[src/rtl/intersection_if.sv]
// Request and lamp bundle shared by the intersection controller and its environment.
// The master side drives requests; the slave side (the controller) drives lamps.
interface intersection_if;
  logic       side_req;
  logic       ped_req;
  logic       emerg;
  logic [2:0] main_light;
  logic [2:0] side_light;
  logic       walk;
  logic [2:0] phase;

  modport master (
    output side_req, ped_req, emerg,
    input  main_light, side_light, walk, phase
  );

  modport slave (
    input  side_req, ped_req, emerg,
    output main_light, side_light, walk, phase
  );
endinterface

[src/rtl/intersection_ctrl.sv]
// Two-road intersection phase scheduler.
// Main road rests on green; side road is served on a vehicle or pedestrian
// request after a minimum main green, with yellow and all-red clearance.
// An emergency preempt cuts side green short and holds the main road green.
// Lamps and walk are registered, loaded from the next-state decode, so they
// always match the registered phase and never depend on inputs combinationally.
// Every duration parameter must lie in 1..2^TW-1.
module intersection_ctrl #(
  parameter int unsigned TW           = 8,
  parameter int unsigned MIN_GREEN    = 20,
  parameter int unsigned SIDE_GREEN   = 12,
  parameter int unsigned YELLOW_TIME  = 4,
  parameter int unsigned ALL_RED_TIME = 2
) (
  input  logic          clk,
  input  logic          rst_n,
  intersection_if.slave bus
);

  typedef enum logic [2:0] {
    MAIN_G = 3'd0,
    MAIN_Y = 3'd1,
    RED_A  = 3'd2,
    SIDE_G = 3'd3,
    SIDE_Y = 3'd4,
    RED_B  = 3'd5,
    ILL_6  = 3'd6,
    ILL_7  = 3'd7
  } state_e;

  localparam logic [2:0] LAMP_RED    = 3'b100;
  localparam logic [2:0] LAMP_GREEN  = 3'b010;
  localparam logic [2:0] LAMP_YELLOW = 3'b001;

  // Last count value of each timed state: a state of duration D exits at D-1.
  localparam logic [TW-1:0] MIN_G_LAST  = TW'(MIN_GREEN - 1);
  localparam logic [TW-1:0] SIDE_G_LAST = TW'(SIDE_GREEN - 1);
  localparam logic [TW-1:0] YEL_LAST    = TW'(YELLOW_TIME - 1);
  localparam logic [TW-1:0] RED_LAST    = TW'(ALL_RED_TIME - 1);
  localparam logic [TW-1:0] CNT_ZERO    = {TW{1'b0}};
  localparam logic [TW-1:0] CNT_ONE     = {{(TW-1){1'b0}}, 1'b1};

  state_e        state_q, state_d;
  logic [TW-1:0] cnt_q, cnt_d;
  logic          ped_pending_q, ped_pending_d;
  logic          walk_grant_q, walk_grant_d;
  logic [2:0]    main_light_q, side_light_q;
  logic          walk_q;
  logic          handover_s;

  // Main-road lamp for a given phase; anything unexpected shows red.
  function automatic logic [2:0] main_lamp(input state_e s);
    logic [2:0] l;
    case (s)
      MAIN_G:  l = LAMP_GREEN;
      MAIN_Y:  l = LAMP_YELLOW;
      default: l = LAMP_RED;
    endcase
    return l;
  endfunction

  // Side-road lamp for a given phase; anything unexpected shows red.
  function automatic logic [2:0] side_lamp(input state_e s);
    logic [2:0] l;
    case (s)
      SIDE_G:  l = LAMP_GREEN;
      SIDE_Y:  l = LAMP_YELLOW;
      default: l = LAMP_RED;
    endcase
    return l;
  endfunction

  // Next phase, phase timer and pedestrian bookkeeping.
  always_comb begin
    state_d       = state_q;
    cnt_d         = cnt_q;
    ped_pending_d = ped_pending_q;
    walk_grant_d  = walk_grant_q;
    handover_s    = 1'b0;

    case (state_q)
      MAIN_G: begin
        if ((cnt_q == MIN_G_LAST) && (bus.side_req || ped_pending_q) && !bus.emerg) begin
          state_d = MAIN_Y;
        end else begin
          state_d = MAIN_G;
        end
      end
      MAIN_Y: begin
        if (cnt_q == YEL_LAST) begin
          state_d = RED_A;
        end else begin
          state_d = MAIN_Y;
        end
      end
      RED_A: begin
        if (cnt_q == RED_LAST) begin
          state_d    = SIDE_G;
          handover_s = 1'b1;
        end else begin
          state_d = RED_A;
        end
      end
      SIDE_G: begin
        // Preempt only shortens green; the clearance phases that follow run in full.
        if ((cnt_q == SIDE_G_LAST) || bus.emerg) begin
          state_d = SIDE_Y;
        end else begin
          state_d = SIDE_G;
        end
      end
      SIDE_Y: begin
        if (cnt_q == YEL_LAST) begin
          state_d = RED_B;
        end else begin
          state_d = SIDE_Y;
        end
      end
      RED_B: begin
        if (cnt_q == RED_LAST) begin
          state_d = MAIN_G;
        end else begin
          state_d = RED_B;
        end
      end
      default: begin
        // Corrupted encodings recover to main green with a fresh timer.
        state_d = MAIN_G;
      end
    endcase

    // Timer restarts on every phase change; main green parks at its minimum.
    if (state_d != state_q) begin
      cnt_d = CNT_ZERO;
    end else if ((state_q == MAIN_G) && (cnt_q == MIN_G_LAST)) begin
      cnt_d = cnt_q;
    end else begin
      cnt_d = cnt_q + CNT_ONE;
    end

    // Walk is granted for this side phase from what was pending before the edge.
    if (handover_s) begin
      walk_grant_d = ped_pending_q;
    end else begin
      walk_grant_d = walk_grant_q;
    end

    // A new press on the hand-over cycle survives for the next side phase.
    if (bus.ped_req) begin
      ped_pending_d = 1'b1;
    end else if (handover_s) begin
      ped_pending_d = 1'b0;
    end else begin
      ped_pending_d = ped_pending_q;
    end
  end

  // State, timer, pedestrian flags and registered lamp/walk outputs.
  always_ff @(posedge clk or negedge rst_n) begin
    if (!rst_n) begin
      state_q       <= MAIN_G;
      cnt_q         <= CNT_ZERO;
      ped_pending_q <= 1'b0;
      walk_grant_q  <= 1'b0;
      main_light_q  <= LAMP_GREEN;
      side_light_q  <= LAMP_RED;
      walk_q        <= 1'b0;
    end else begin
      state_q       <= state_d;
      cnt_q         <= cnt_d;
      ped_pending_q <= ped_pending_d;
      walk_grant_q  <= walk_grant_d;
      main_light_q  <= main_lamp(state_d);
      side_light_q  <= side_lamp(state_d);
      walk_q        <= walk_grant_d && (state_d == SIDE_G);
    end
  end

  assign bus.main_light = main_light_q;
  assign bus.side_light = side_light_q;
  assign bus.walk       = walk_q;
  assign bus.phase      = state_q;

endmodule

[src/flat_wrapper.sv]
// flat-port wrapper written by rule: the top's interface ports become plain ports
module intersection_ctrl_flat 
#(
  parameter int unsigned TW           = 8,
  parameter int unsigned MIN_GREEN    = 20,
  parameter int unsigned SIDE_GREEN   = 12,
  parameter int unsigned YELLOW_TIME  = 4,
  parameter int unsigned ALL_RED_TIME = 2
)
  (clk, rst_n, bus_side_req, bus_ped_req, bus_emerg, bus_main_light, bus_side_light, bus_walk, bus_phase);
  intersection_if bus_i ();
  input  logic clk;
  input  logic rst_n;
  input wire logic [$bits(bus_i.side_req)-1:0] bus_side_req;
  input wire logic [$bits(bus_i.ped_req)-1:0] bus_ped_req;
  input wire logic [$bits(bus_i.emerg)-1:0] bus_emerg;
  output wire logic [$bits(bus_i.main_light)-1:0] bus_main_light;
  output wire logic [$bits(bus_i.side_light)-1:0] bus_side_light;
  output wire logic [$bits(bus_i.walk)-1:0] bus_walk;
  output wire logic [$bits(bus_i.phase)-1:0] bus_phase;
  assign bus_i.side_req = bus_side_req;
  assign bus_i.ped_req = bus_ped_req;
  assign bus_i.emerg = bus_emerg;
  assign bus_main_light = bus_i.main_light;
  assign bus_side_light = bus_i.side_light;
  assign bus_walk = bus_i.walk;
  assign bus_phase = bus_i.phase;
  intersection_ctrl #(.TW(TW), .MIN_GREEN(MIN_GREEN), .SIDE_GREEN(SIDE_GREEN), .YELLOW_TIME(YELLOW_TIME), .ALL_RED_TIME(ALL_RED_TIME)) u_core (.clk(clk), .rst_n(rst_n), .bus(bus_i));
endmodule
[config.mk]
export PLATFORM = sky130hd
export DESIGN_NAME = intersection_ctrl_flat
export DESIGN_NICKNAME = d
export VERILOG_FILES = /design/src/rtl/intersection_if.sv /design/src/rtl/intersection_ctrl.sv /design/src/flat_wrapper.sv
export SDC_FILE = /design/constraint.sdc
export NUM_CORES = 1
export LEC_CHECK = 0
export ABC_AREA = 1
export CORE_AREA = 2 2 50 52
export CTS_CLUSTER_SIZE = 12
export DETAILED_ROUTE_END_ITERATION = 7
export DIE_AREA = 0 0 52 54
export HOLD_SLACK_MARGIN = 0.05
export PLACE_DENSITY = 0.74
export SYNTH_ARGS = -nofsm -noshare
export SYNTH_HDL_FRONTEND = slang
export SYNTH_SLANG_ARGS = --single-unit
[constraint.sdc]
create_clock -name clk -period 1.7 [get_ports clk]
set_input_delay 0.255 -clock clk [delete_from_list [all_inputs] [get_ports clk]]
set_output_delay 0.255 -clock clk [all_outputs]
set_load 0.02 [all_outputs]
==> flow_metrics.env <==
export IMPL_outcome="complete, no violations"
export IMPL_pwr_share_seq_pct=35.0
export IMPL_syn_area_sq_um=1150
export IMPL_fin_crit_ns=1.65
export IMPL_path_cells="ha_4 > nand2_4 > nor2_4 > nand2_2 > nand3_4 > inv_2 > nor2_4 > nand2_4 > nand2_4 > nand3_4 > nor2_2"
export IMPL_cts_max_path_buffers=2
export IMPL_ys_top_cells_by_count="dfrtp_1, nand2_1, inv_1, nor2_1, nor2_2"
export IMPL_vias=862
export IMPL_rr_worst_depth=11
export IMPL_multiInputGateArea_sq_um=622
export IMPL_core_sq_um=2320
export IMPL_netSwitchingFraction_pct=44.1
export IMPL_initialDrtViolationCount=7
export IMPL_wl_per_cell_um=12.3
export IMPL_cts_buffers=3
export IMPL_dpl_hpwl_um=1610
export IMPL_irDropWorstVdd_mv=1.09
export IMPL_rsz0062_at_grt="true"
export IMPL_ys_seq_elements=20
export IMPL_synth_most_common_cell="dfrtp_1"
export IMPL_r2r_end="u_core.cnt_q[4]$_DFFE_PN0P_"
export IMPL_grt_pass1_vias=815
export IMPL_cpLargestDelayFamily="simple AND/OR/NAND/NOR gates"
export IMPL_p_int_uw=1210
export IMPL_ff2ff_setup_slack_ns=0.05
export IMPL_path_depth=11
export IMPL_slowest_delay_ns=0.44
export IMPL_r2r_start="u_core.cnt_q[0]$_DFFE_PN0P_"
export IMPL_max_slew_margin_pct=76.8
export IMPL_timing_setup_tns_ns=0
export IMPL_cp_common_cell="nand2_4"
export IMPL_clock_skew_ns=0.000815
export IMPL_critPathArrivalTime_ns=1.90
export IMPL_clock_latency_ns=0.31
export IMPL_critPathLaunch="u_core.cnt_q[0]$_DFFE_PN0P_"
export IMPL_synth_nets=130
export IMPL_grt_pass1_wl_um=3550
export IMPL_synth_top_cells_by_area="dfrtp_1, nor2_2, nand2_1"
export IMPL_yosysTopAreaCellShare_pct=39.3
export IMPL_start_kind="flip-flop"
export IMPL_p_total_uw=2170
export IMPL_worst_path_buf_inv=1
export IMPL_grt_max_degree=21
export IMPL_synth_edf_count=0
export IMPL_power_density_nw_per_um2=1480
export IMPL_setup_viol=0
export IMPL_initial_core_util_pct=49.5
export IMPL_n_antenna_cell=0
export IMPL_dr_pass1_iters=4
export IMPL_ys_async_sr_fraction_pct=100
export IMPL_antenna_found_initial=0
export IMPL_wl_um=2170
export IMPL_cts_root_buf="clkbuf_4"
export IMPL_ioPinCount=15
export IMPL_die_width_um=52
export IMPL_worst_slew_pin_slew_ns=0.346
export IMPL_nFillCells=185
export IMPL_die_area_sq_um=2810
export IMPL_power_frac_clock_pct=13.3
export IMPL_area_growth_pct=27.8
export IMPL_avgSynthCellArea_sq_um=9.33
export IMPL_viasPerCell=4.87
export IMPL_comb_power_share_pct=51.8
export IMPL_cts_htree_levels=1
export IMPL_cts_sinks=20
export IMPL_finalHoldViolCount=0
export IMPL_drv_cap=0
export IMPL_power_switching_uw=956
export IMPL_ys_seq_area_share_pct=43.8
export IMPL_seqCellArea_sq_um=507
export IMPL_row_count=18
export IMPL_gp_congestion=0.867
export IMPL_portBuffers=14
export IMPL_chipHeight_um=54
export IMPL_cts_tree="built"
export IMPL_cp_endpoint="u_core.cnt_q[4]$_DFFE_PN0P_"
export IMPL_end_kind="flip-flop"
export IMPL_max_freq_ghz=0.608
export IMPL_overflow=0
export IMPL_nets=155
export IMPL_grt_util_all_layers_pct=17.6
export IMPL_clk_pin_slew_worst_paths_ns=0.11
export IMPL_synth_flop_cell="dfrtp_1"
export IMPL_netlist_instances=123
export IMPL_finalCritPeriodShare_pct=96.8
export IMPL_cp_required_ns=1.96
export IMPL_drtAntennaViolNets=0
export IMPL_hp_class="in2async"
export IMPL_criticalPathCategory="reg2reg"
export IMPL_p_leak_uw=0.000708
export IMPL_slew_violations=0
export IMPL_worstPathMaxFanout=8
export IMPL_final_util_pct=63.2
export IMPL_cp_slowest_cell="dfrtp_2"
export IMPL_yosysUniqueCellTypes=27
export IMPL_ys_warn_count=0
export IMPL_drc=0
export IMPL_layout_drive_gt1_share_pct=42.9
export IMPL_yosys_area_top_type="dfrtp_1"
## through the flow
step / instances / setup slack [ns] / cell area, sq um / hold slack (ns)
after floorplan: 123 / 0.184 / 1150 / -0.0406
after global placement: 169 / 0.0492 / 1340 / 0.485
after detailed placement: 169 / 0.0238 / 1340 / 0.485
after CTS: 173 / 0.00372 / 1370 / 0.265
after global routing: 177 / -0.0450 / 1470 / 0.298
final: 177 / 0.0541 / 1470 / 0.264
## routing by layer
layer / vias to the layer above / track usage (%) / routed length [um]
li1: 428 / - / -
met2: 11 / 28.1 / 1050
met1: 418 / 22.5 / 1020
met4: 0 / 11.0 / 55
met5: - / 0 / 0
met3: 5 / 2.50 / 45
## sequential cells by signal (all words and copies together) (netlist names)
| register | cells |
|---|---|
| u_core.cnt_q | 8 |
| u_core.bus.main_light | 3 |
| u_core.bus.phase | 3 |
| u_core.bus.side_light | 3 |
| u_core.bus.walk | 1 |
| u_core.ped_pending_q | 1 |
| u_core.walk_grant_q | 1 |
## power groups by stage
stage	Sequential [uW]	Clock, uW	Combinational (uW)
floorplan	822	0	651
global placement	742	0	998
detailed placement	749	0	1020
CTS	737	295	1010
global route	780	315	1240
finish	757	287	1120
## layout by cell type, fill, tap and decap left out, drive strengths merged
| cell type | n |
|---|---|
| inv | 19 |
| o21ai | 3 |
| dlymetal6s2s | 2 |
| dfrtp | 18 |
| a21o | 1 |
| nor3 | 7 |
| xor2 | 5 |
| buf | 6 |
| mux2i | 1 |
| nand2 | 24 |
| mux2 | 1 |
| ha | 2 |
| nor2 | 25 |
| xnor2 | 1 |
| nand3 | 10 |
| clkdlybuf4s50 | 9 |
| clkbuf | 4 |
| or2 | 1 |
| o31ai | 1 |
| and2 | 1 |
| dlygate4sd2 | 3 |
| clkinv | 1 |
| dfstp | 2 |
## how the worst min path moves through the flow
stage / slack (ns) / depth (start not counted) / start / to
6_report: 0.26 / 2 / rst_n / u_core.bus.main_light[2]$_DFF_PN0_
4_1_cts: 0.26 / 2 / rst_n / u_core.bus.main_light[0]$_DFF_PN0_
3_5_place_dp: 0.49 / 1 / u_core.walk_grant_q$_DFF_PN0_ / u_core.walk_grant_q$_DFF_PN0_
3_3_place_gp: 0.48 / 1 / u_core.ped_pending_q$_DFFE_PN0P_ / u_core.ped_pending_q$_DFFE_PN0P_
2_1_floorplan: -0.04 / 0 / rst_n / u_core.bus.main_light[0]$_DFF_PN0_
5_1_grt: 0.30 / 2 / rst_n / u_core.bus.main_light[0]$_DFF_PN0_
## cells by family (layout without fill, tap and decap cells)
logic type      after synthesis  in the layout  share of synthesized area, %
mux                           2              2                          1.85
simple gates                 68             68                          37.2
compound gates                5              5                          3.60
buf+inv                      20             44                          6.76
xor+xnor                      6              6                          4.58
fa+ha+maj                     2              2                          2.18
flops                        20             20                          43.8
## cell type report
class / instances / area share [%]
inverter: 20 / 5.29
sequential: 20 / 34.6
clock buffer: 4 / 2.47
timing repair buffer: 20 / 12.7
multi-input combinational: 83 / 42.4
tap: 30 / 2.56
## repair_timing
| action | 4_1_cts | 5_1_grt |
|---|---|---|
| setup buffers | 0 | 4 |
| hold endpoints to repair | 0 | 0 |
| pin swaps | 0 | 12 |
| setup endpoints to repair | 4 | 12 |
| hold buffers | 0 | 0 |
| resized for setup | 4 | 16 |
## worst register-to-register path, cell delays in order, from the launching register on
cell and delay [ns]:
dfrtp_2 0.44, ha_4 0.18, nand2_4 0.06, nor2_4 0.11
nand2_2 0.08, nand3_4 0.08, inv_2 0.05, nor2_4 0.13
nand2_4 0.08, nand2_4 0.08, nand3_4 0.15, nor2_2 0.15
(Power assumes the default switching activity.)
